### config.mk
export PLATFORM = sky130hd
export DESIGN_NAME = ram_responder_flat
export DESIGN_NICKNAME = d
export VERILOG_FILES = /design/src/rtl/ram_responder_if.sv /design/src/rtl/ram_responder.sv /design/src/flat_wrapper.sv
export SDC_FILE = /design/constraint.sdc
export NUM_CORES = 2
export LEC_CHECK = 0
export CORE_UTILIZATION = 35
export CTS_BUF_LIST = sky130_fd_sc_hd__clkbuf_4
export DETAILED_ROUTE_END_ITERATION = 6
export RECOVER_POWER = 25
export SLEW_MARGIN = 20
export SYNTH_ARGS = -nofsm -noshare
export SYNTH_HDL_FRONTEND = slang
export SYNTH_SLANG_ARGS = --single-unit
### constraint.sdc
create_clock -name clk -period 5.5 [get_ports clk]
set_clock_uncertainty 0.15 [all_clocks]
set_input_delay 1.1 -clock clk [delete_from_list [all_inputs] [get_ports clk]]
set_output_delay 1.1 -clock clk [all_outputs]
set_load 0.005 [all_outputs]
### src/rtl/ram_responder_if.sv
// Request/response bundle between the datapath and the data-memory responder.
// Under RAM_WSTRB_EN the request also carries per-byte write strobes.
interface ram_responder_if #(
    parameter int BITS = 63
);
    logic              req_valid;
    logic              req_ready;
    logic              req_we;
    logic [BITS:0]     req_addr;
    logic [BITS:0]     req_wdata;
`ifdef RAM_WSTRB_EN
    logic [(BITS+1)/8-1:0] req_wstrb;
`endif
    logic              rsp_valid;
    logic              rsp_ready;
    logic [BITS:0]     rsp_rdata;
    logic              rsp_err;

    modport master (
`ifdef RAM_WSTRB_EN
        output req_wstrb,
`endif
        output req_valid, req_we, req_addr, req_wdata, rsp_ready,
        input  req_ready, rsp_valid, rsp_rdata, rsp_err
    );

    modport slave (
`ifdef RAM_WSTRB_EN
        input  req_wstrb,
`endif
        input  req_valid, req_we, req_addr, req_wdata, rsp_ready,
        output req_ready, rsp_valid, rsp_rdata, rsp_err
    );
endinterface

### src/rtl/ram_responder.sv
// Multi-cycle data-memory responder: one load/store in flight, fixed LATENCY.
// Optional byte-strobed stores when RAM_WSTRB_EN is defined.
module ram_responder #(
    parameter int BITS    = 63,
    parameter int ADDR_W  = 6,
    parameter int LATENCY = 2
) (
    input  logic            clk,
    input  logic            reset,
    ram_responder_if.slave  bus
);
    localparam int DEPTH = 1 << ADDR_W;
    localparam int NB    = (BITS + 1) / 8;
    localparam logic [3:0] CNT_INIT = 4'((LATENCY > 1) ? (LATENCY - 2) : 0);

    typedef enum logic [1:0] {
        IDLE,
        WAIT,
        RESP
    } state_t;

    state_t          state_q, state_d;
    logic [3:0]      cnt_q, cnt_d;
    logic [BITS:0]   rsp_rdata_q, rsp_rdata_d;
    logic            rsp_err_q, rsp_err_d;

    logic            req_we_q, req_we_d;
    logic [BITS:0]   req_addr_q, req_addr_d;
    logic [BITS:0]   req_wdata_q, req_wdata_d;
`ifdef RAM_WSTRB_EN
    logic [NB-1:0]   req_wstrb_q, req_wstrb_d;
`endif

    logic [BITS:0]   mem_q [DEPTH] = '{default: '0};

    logic            accept;
    logic            commit;
    logic            cur_we;
    logic [BITS:0]   cur_addr;
    logic [BITS:0]   cur_wdata;
    logic [NB-1:0]   cur_wstrb;
    logic [ADDR_W-1:0] idx;
    logic            addr_err;
    logic [BITS:0]   old_word;
    logic            mem_we;
    logic [BITS:0]   mem_wdata;

    // With LATENCY=1 the access commits on the accepting edge itself, so the
    // live request is used in IDLE and the latched copy everywhere else.
    always_comb begin
        accept      = (state_q == IDLE) && bus.req_valid;
        cur_we      = (state_q == IDLE) ? bus.req_we    : req_we_q;
        cur_addr    = (state_q == IDLE) ? bus.req_addr  : req_addr_q;
        cur_wdata   = (state_q == IDLE) ? bus.req_wdata : req_wdata_q;
`ifdef RAM_WSTRB_EN
        cur_wstrb   = (state_q == IDLE) ? bus.req_wstrb : req_wstrb_q;
        req_wstrb_d = accept ? bus.req_wstrb : req_wstrb_q;
`else
        cur_wstrb   = '1;
`endif
        req_we_d    = accept ? bus.req_we    : req_we_q;
        req_addr_d  = accept ? bus.req_addr  : req_addr_q;
        req_wdata_d = accept ? bus.req_wdata : req_wdata_q;

        idx      = cur_addr[ADDR_W+2:3];
        addr_err = (|cur_addr[2:0]) || (|cur_addr[BITS:ADDR_W+3]);
        old_word = mem_q[idx];
        commit   = ((state_q == IDLE) && accept && (LATENCY == 1)) ||
                   ((state_q == WAIT) && (cnt_q == 4'd0));

        for (int b = 0; b < NB; b++) begin
            mem_wdata[b*8 +: 8] = cur_wstrb[b] ? cur_wdata[b*8 +: 8] : old_word[b*8 +: 8];
        end
        mem_we = commit && cur_we && !addr_err && reset;
    end

    always_comb begin
        state_d     = state_q;
        cnt_d       = cnt_q;
        rsp_rdata_d = rsp_rdata_q;
        rsp_err_d   = rsp_err_q;

        case (state_q)
            IDLE: begin
                if (accept) begin
                    if (LATENCY == 1) begin
                        state_d = RESP;
                    end else begin
                        state_d = WAIT;
                        cnt_d   = CNT_INIT;
                    end
                end
            end
            WAIT: begin
                if (cnt_q == 4'd0) begin
                    state_d = RESP;
                end else begin
                    cnt_d = cnt_q - 4'd1;
                end
            end
            RESP: begin
                if (bus.rsp_ready) begin
                    state_d     = IDLE;
                    rsp_rdata_d = '0;
                    rsp_err_d   = 1'b0;
                end
            end
            default: state_d = IDLE;
        endcase

        if (commit) begin
            rsp_err_d   = addr_err;
            rsp_rdata_d = (cur_we || addr_err) ? '0 : old_word;
        end
    end

    always_ff @(posedge clk or negedge reset) begin
        if (!reset) begin
            state_q     <= IDLE;
            cnt_q       <= 4'd0;
            rsp_rdata_q <= '0;
            rsp_err_q   <= 1'b0;
        end else begin
            state_q     <= state_d;
            cnt_q       <= cnt_d;
            rsp_rdata_q <= rsp_rdata_d;
            rsp_err_q   <= rsp_err_d;
        end
    end

    // Request payload and array contents are data only and survive reset.
    always_ff @(posedge clk) begin
        req_we_q    <= req_we_d;
        req_addr_q  <= req_addr_d;
        req_wdata_q <= req_wdata_d;
`ifdef RAM_WSTRB_EN
        req_wstrb_q <= req_wstrb_d;
`endif
        if (mem_we) begin
            mem_q[idx] <= mem_wdata;
        end
    end

    assign bus.req_ready = (state_q == IDLE);
    assign bus.rsp_valid = (state_q == RESP);
    assign bus.rsp_rdata = rsp_rdata_q;
    assign bus.rsp_err   = rsp_err_q;
endmodule

### src/flat_wrapper.sv
// flat-port wrapper written by rule: the top's interface ports become plain ports
module ram_responder_flat 
#(
    parameter int BITS    = 63,
    parameter int ADDR_W  = 6,
    parameter int LATENCY = 2
)
  (clk, reset, bus_req_valid, bus_req_we, bus_req_addr, bus_req_wdata, bus_rsp_ready, bus_req_ready, bus_rsp_valid, bus_rsp_rdata, bus_rsp_err);
  ram_responder_if #(.BITS(BITS)) bus_i ();
  input  logic clk;
  input  logic reset;
  input wire logic [$bits(bus_i.req_valid)-1:0] bus_req_valid;
  input wire logic [$bits(bus_i.req_we)-1:0] bus_req_we;
  input wire logic [$bits(bus_i.req_addr)-1:0] bus_req_addr;
  input wire logic [$bits(bus_i.req_wdata)-1:0] bus_req_wdata;
  input wire logic [$bits(bus_i.rsp_ready)-1:0] bus_rsp_ready;
  output wire logic [$bits(bus_i.req_ready)-1:0] bus_req_ready;
  output wire logic [$bits(bus_i.rsp_valid)-1:0] bus_rsp_valid;
  output wire logic [$bits(bus_i.rsp_rdata)-1:0] bus_rsp_rdata;
  output wire logic [$bits(bus_i.rsp_err)-1:0] bus_rsp_err;
  assign bus_i.req_valid = bus_req_valid;
  assign bus_i.req_we = bus_req_we;
  assign bus_i.req_addr = bus_req_addr;
  assign bus_i.req_wdata = bus_req_wdata;
  assign bus_i.rsp_ready = bus_rsp_ready;
  assign bus_req_ready = bus_i.req_ready;
  assign bus_rsp_valid = bus_i.rsp_valid;
  assign bus_rsp_rdata = bus_i.rsp_rdata;
  assign bus_rsp_err = bus_i.rsp_err;
  ram_responder #(.BITS(BITS), .ADDR_W(ADDR_W), .LATENCY(LATENCY)) u_core (.clk(clk), .reset(reset), .bus(bus_i));
endmodule
Word level (Yosys, flattened, before mapping)
Memory sizes are Yosys's and may differ from the RTL's.
Cells that the tools add are included.
W data, S select, Z words.
{"block": "op_classes", "muxes": 19, "n_addsub": 1, "reduce_logical": 18, "eq_ne": 6}
{"op": "$mux W64", "count": 6}
{"op": "$reduce_or A55 Y1", "count": 1}
{"op": "$mux W4", "count": 2}
{"op": "$pmux W4 S2", "count": 1}
{"op": "$mux W1", "count": 6}
{"op": "$mux W2", "count": 3}
{"op": "$ne A2 B2 Y1 const B", "count": 3}
{"op": "$pmux W2 S3", "count": 1}
{"op": "$reduce_and A3 Y1", "count": 2}
{"op": "$reduce_bool A2 Y1", "count": 3}
{"op": "$logic_and A1 B1 Y1", "count": 5}
{"op": "$logic_not A4 Y1", "count": 1}
{"op": "$sub A4 B1 Y4 const B", "count": 1}
{"op": "$reduce_or A3 Y1", "count": 1}
{"op": "$eq A2 B1 Y1 const B", "count": 1}
{"op": "$eq A2 B2 Y1 const B", "count": 1}
{"op": "$logic_not A2 Y1", "count": 1}
{"op": "$logic_or A1 B1 Y1", "count": 2}
{"op": "$ne A2 B1 Y1 const B", "count": 1}
{"op": "$reduce_and A2 Y1", "count": 1}
{"op": "$logic_not A1 Y1", "count": 1}
{"block": "totals", "out_inout_bits": 67, "word_cells": 52, "regBits": 200, "in_bits": 133, "mem_bits_rw": 4096, "mem_count": 1}
{"name": "u_core.mem_q", "words": 64, "width": 64, "rd": 1, "rd_clocked_by_memory_dff": 0, "wr": 1, "line": "ram_responder.sv:34", "text": "logic [BITS:0] mem_q [DEPTH] = '{default: '0};"}

Depth between registers and ports, before layout
{"block": "logic_depth", "word_depth": 9, "mapped_depth": 14, "mapped_depth_nobuf": 9}

Worst setup path before layout
Ideal clock, no wire load.
{"block": "synth_path", "path_kind": "input port to flip-flop", "start": "input bus_req_addr[1]", "end": "memory u_core.mem_q[38][0] (netlist name) (enable)", "t_arrival_ns": 5.248, "cell_stages": 7, "setup_time_ns": 0.487, "required_ns": 4.863, "setup_slack_ns": -0.384, "n_path_buf": 1, "cell_sequence": "nor4_1 nand4_1 a2111oi_2 nand4b_1 nand2b_1 clkbuf_1 nor2_1"}
{"block": "synth_between", "elab_chain_len": 8}
{"element": "start: declaration", "line": "flat_wrapper.sv:14", "text": "input wire logic [$bits(bus_i.req_addr)-1:0] bus_req_addr;"}
{"element": "$mux W64", "line": "ram_responder.sv:53", "text": "cur_addr = (state_q == IDLE) ? bus.req_addr : req_addr_q;"}
{"element": "$reduce_or A3 Y1", "line": "ram_responder.sv:66", "text": "addr_err = (|cur_addr[2:0]) || (|cur_addr[BITS:ADDR_W+3]);"}
{"element": "$logic_or A1 B1 Y1", "line": "ram_responder.sv:66"}
{"element": "$logic_not A1 Y1", "line": "ram_responder.sv:74", "text": "mem_we = commit && cur_we && !addr_err && reset;"}
{"element": "$logic_and A1 B1 Y1 (2 in a row)", "line": "ram_responder.sv:74"}
{"element": "$mux W1", "line": "ram_responder.sv:139", "text": "if (mem_we) begin"}
{"element": "$mux W1 (implied by the code)", "line": "ram_responder.sv:140", "text": "mem_q[idx] <= mem_wdata;"}
{"element": "end: declaration", "line": "ram_responder.sv:34"}
Every way passes these cells.

Final worst setup path
{"block": "layout_path", "start": "register u_core.state_q[1]", "end": "memory u_core.mem_q[48][36] (netlist name) (data pin)"}
{"block": "layout_between", "elab_chain_len": 2}
{"element": "start: declaration", "line": "ram_responder.sv:22", "text": "state_t state_q, state_d;"}
{"element": "start signal: assignment", "line": "ram_responder.sv:124", "text": "state_q <= state_d;"}
{"element": "$logic_not A2 Y1", "line": "ram_responder.sv:54", "text": "cur_wdata = (state_q == IDLE) ? bus.req_wdata : req_wdata_q;"}
{"element": "$mux W64", "line": "ram_responder.sv:54"}
{"element": "net u_core.cur_wdata[36]", "line": "ram_responder.sv:40", "text": "logic [BITS:0] cur_wdata;"}
The timed path passes the listed nets, and every way through them passes these cells.

==> metrics <==
initial antenna violation count 56; asr flop ratio synth 1.65%; WP buf/inv 3; CTS tree yes; Synth Area in Compound Gates 8.14%; final worst-path cycle share 97.3%; dpl cell area 175000 sq um; Hold Crit Class in2reg; Tot GR Track Use 26.0%; Detail Route Antenna Nets 0; post-cts resize count 0; final slew viol count 2191; top_reg_cell synth edfxtp_1; Avg Cell Area, Syn 15.7 sq um; post-synthesis mux area share 1.31%; DR WL/cell 33.7 um; port bufs 199; outcome finished, violations left; Critical Path AT 6.18 ns; Fin Hold WS 0.228 ns; Die Width 677 um; number of max-cap violations 40; DIE HEIGHT 677 um; #FFs+latches synth 4296; first-pass detailed-route iteration total 6; failing checks max-capacitance violations, max-slew violations; Total Power 96.6 mW; slew margin rel. -126%; Final Setup Violations 0; Critical Path Sink Type register; worst IR drop on VDD 539 uV; register area 129000 sq um; Unique masters post-synth 68; commonest cells after routing, fill and taps aside edfxtp_1, nand2_1, clkbuf_4; post-DP HPWL 337000 um; fin util 41.7%; CP required 6.33 ns; post-synthesis sequential area ratio 80.6%; RSZ-0062 raised after global routing no; Synth area leaders edfxtp_1, nand2_1, o22ai_1; Post-synth EDFFs 4225; CTS sink cnt 4296; drt initial violations 18600; num rows 247; Synth Area in Adders 0.00784%; Post-Route WL 615000 um; H-tree levels 7; Max FO, Critical Path 64; Initial Util 35.2%; gpl congestion 0.850; non-filler cells, final 18200; Core ar. 453000 sq um; Num CTS Buffers 1136; Clk Latency, worst-skew pair 1.69 ns; root buf cell clkbuf_4; largest family of logic cells by synthesized area compound AO/OA/AOI/OAI gates; vias in the first global route 104000; Lkg Pwr 62.3 nW; syn nets 10300; global-route wire length before repair 830000 um; Setup Fix Bufs, Post-CTS 0; most common cell after layout, fill and taps aside edfxtp_1; Worst Slack Setup Final 0.147 ns; die area 459000 sq um; placed cell count 16300; final instance area 189000 sq um; cell family with most CP delay buffers and inverters; Final min period 5.35 ns; synth-to-layout area growth 18.5%; Post-Synth Simple-Gate Area 8.10%; mapped cell area 160000 sq um; Filler cells 40800; Worst-Margin Slew 3.39 ns; setup TNS 0 ns; grt total ovfl 0; Setup CP Type reg2reg; P per Cell Area 511 nW/um^2; crit-path cells or2_4 > inv_6 > buf_4 > nand2_1 > nand2_2 > clkdlybuf4s25_1; Worst setup SP type register; xor-xnor portion of the synthesized cell area 0.0110%; CP max stage delay 2.42 ns; Yosys top cell area share 79.5%; area occupied by multi-input gates 28900 sq um; share of cells above drive strength 1 19.8%; pre-CTS setup slack -0.00849 ns; slowest library cell on the worst path clkdlybuf4s25_1; area leader, netlist edfxtp_1; # DRC 0; Mapped Cells 10100; Worst-path clk slew 0.07 ns; IO Count 200; maximum clock frequency 187 MHz; largest net degree at the start of global routing 86; final hold vios 0; Vias 109000; CTS max path bufs 5; Layout Nets 11700; Syn. warnings 0; vias per inst 5.99
## kinds of logic (layout without fill, tap and decap cells)
kind of cell | after synthesis | count (layout)
compound gates | 1947 | 1947
xor+xnor | 2 | 2
fa+ha+maj | 1 | 1
buf+inv | 646 | 2749
flops | 4296 | 4296
mux | 208 | 208
other cells | 0 | 27
simple gates | 3042 | 3042
## worst reg2reg max path, delay by kind of cell (launching register included)
kind	cells	cell delay (ns)
DFF	1	0.59
and+or+nand+nor	3	0.67
buffers and inverters	3	3.14
## synthesized netlist by cell type, types with 18 or more instances
library cell / count
buf_1: 104
nor2_1: 414
o31ai_1: 27
nor3_1: 159
and3_1: 22
nand2_1: 1713
a31oi_1: 252
mux2i_1: 203
buf_4: 42
edfxtp_1: 4225
o221ai_1: 44
nand3_1: 502
a21oi_1: 225
buf_2: 275
o22ai_1: 1002
a32o_1: 95
dfrtp_1: 71
a22o_1: 18
or4_1: 21
a32oi_1: 117
clkbuf_1: 214
o21ai_0: 53
nor4_1: 156
## path summary, 6_finish.rpt
kind                                                        endpoint  slack [ns]                           startpoint  cells past startpoint
worst min-delay path                u_core.req_wdata_q[11]$_DFFE_PP_        0.23                    bus_req_wdata[11]                      1
min in group asynchronous       u_core.bus.rsp_rdata[61]$_DFFE_PN0P_        2.11                                reset                      4
worst max register to register        u_core.mem_q[48][36]$_DFFE_PP_        0.15        u_core.state_q[1]$_DFFE_PN0P_                      6
worst min register to register   u_core.bus.rsp_rdata[9]$_DFFE_PN0P_        0.34  u_core.bus.rsp_rdata[9]$_DFFE_PN0P_                      2
max in group asynchronous       u_core.bus.rsp_rdata[15]$_DFFE_PN0P_        1.01                                reset                      4
worst max-delay path                  u_core.mem_q[48][36]$_DFFE_PP_        0.15        u_core.state_q[1]$_DFFE_PN0P_                      6
## per-layer routing
| metal | GRT usage (%) | vias to the layer above | share of wire [%] |
|---|---|---|---|
| li1 | - | 43500 | - |
| met1 | 32.8 | 55000 | 35 |
| met2 | 40.5 | 9236 | 46 |
| met3 | 7.00 | 1562 | 13 |
| met4 | 15.1 | 26 | 6.2 |
| met5 | 0 | - | 0.028 |
## registers in the layout (all words and copies together) (netlist names)
signal                count
u_core.mem_q           4096
u_core.bus.rsp_rdata     64
u_core.req_addr_q        64
u_core.req_wdata_q       64
u_core.cnt_q              4
u_core.state_q            2
u_core.bus.rsp_err        1
u_core.req_we_q           1
## final cells by class
class                      instances  share of cell area [%]
clock buffer                    1647                    6.54
antenna                           27                  0.0357
sequential                      4296                    68.0
timing repair buffer             918                    5.70
multi-input combinational       5200                    15.3
tap                             5976                    3.95
clock inverter                   176                   0.501
inverter                           8                  0.0205
## report_power, final
| part | leakage [nW] | switching, mW | internal, mW |
|---|---|---|---|
| clock network | 8.08 | 12.7 | 14.1 |
| logic | 15.1 | 20.9 | 6.45 |
| registers | 39.1 | 0.102 | 42.4 |
## timing repair
item                                    CTS  global route
endpoints found under the setup margin    0             0
endpoints found under the hold margin   192             0
hold buffers                            120             0
Note: power is estimated with default switching activity, not from simulation.
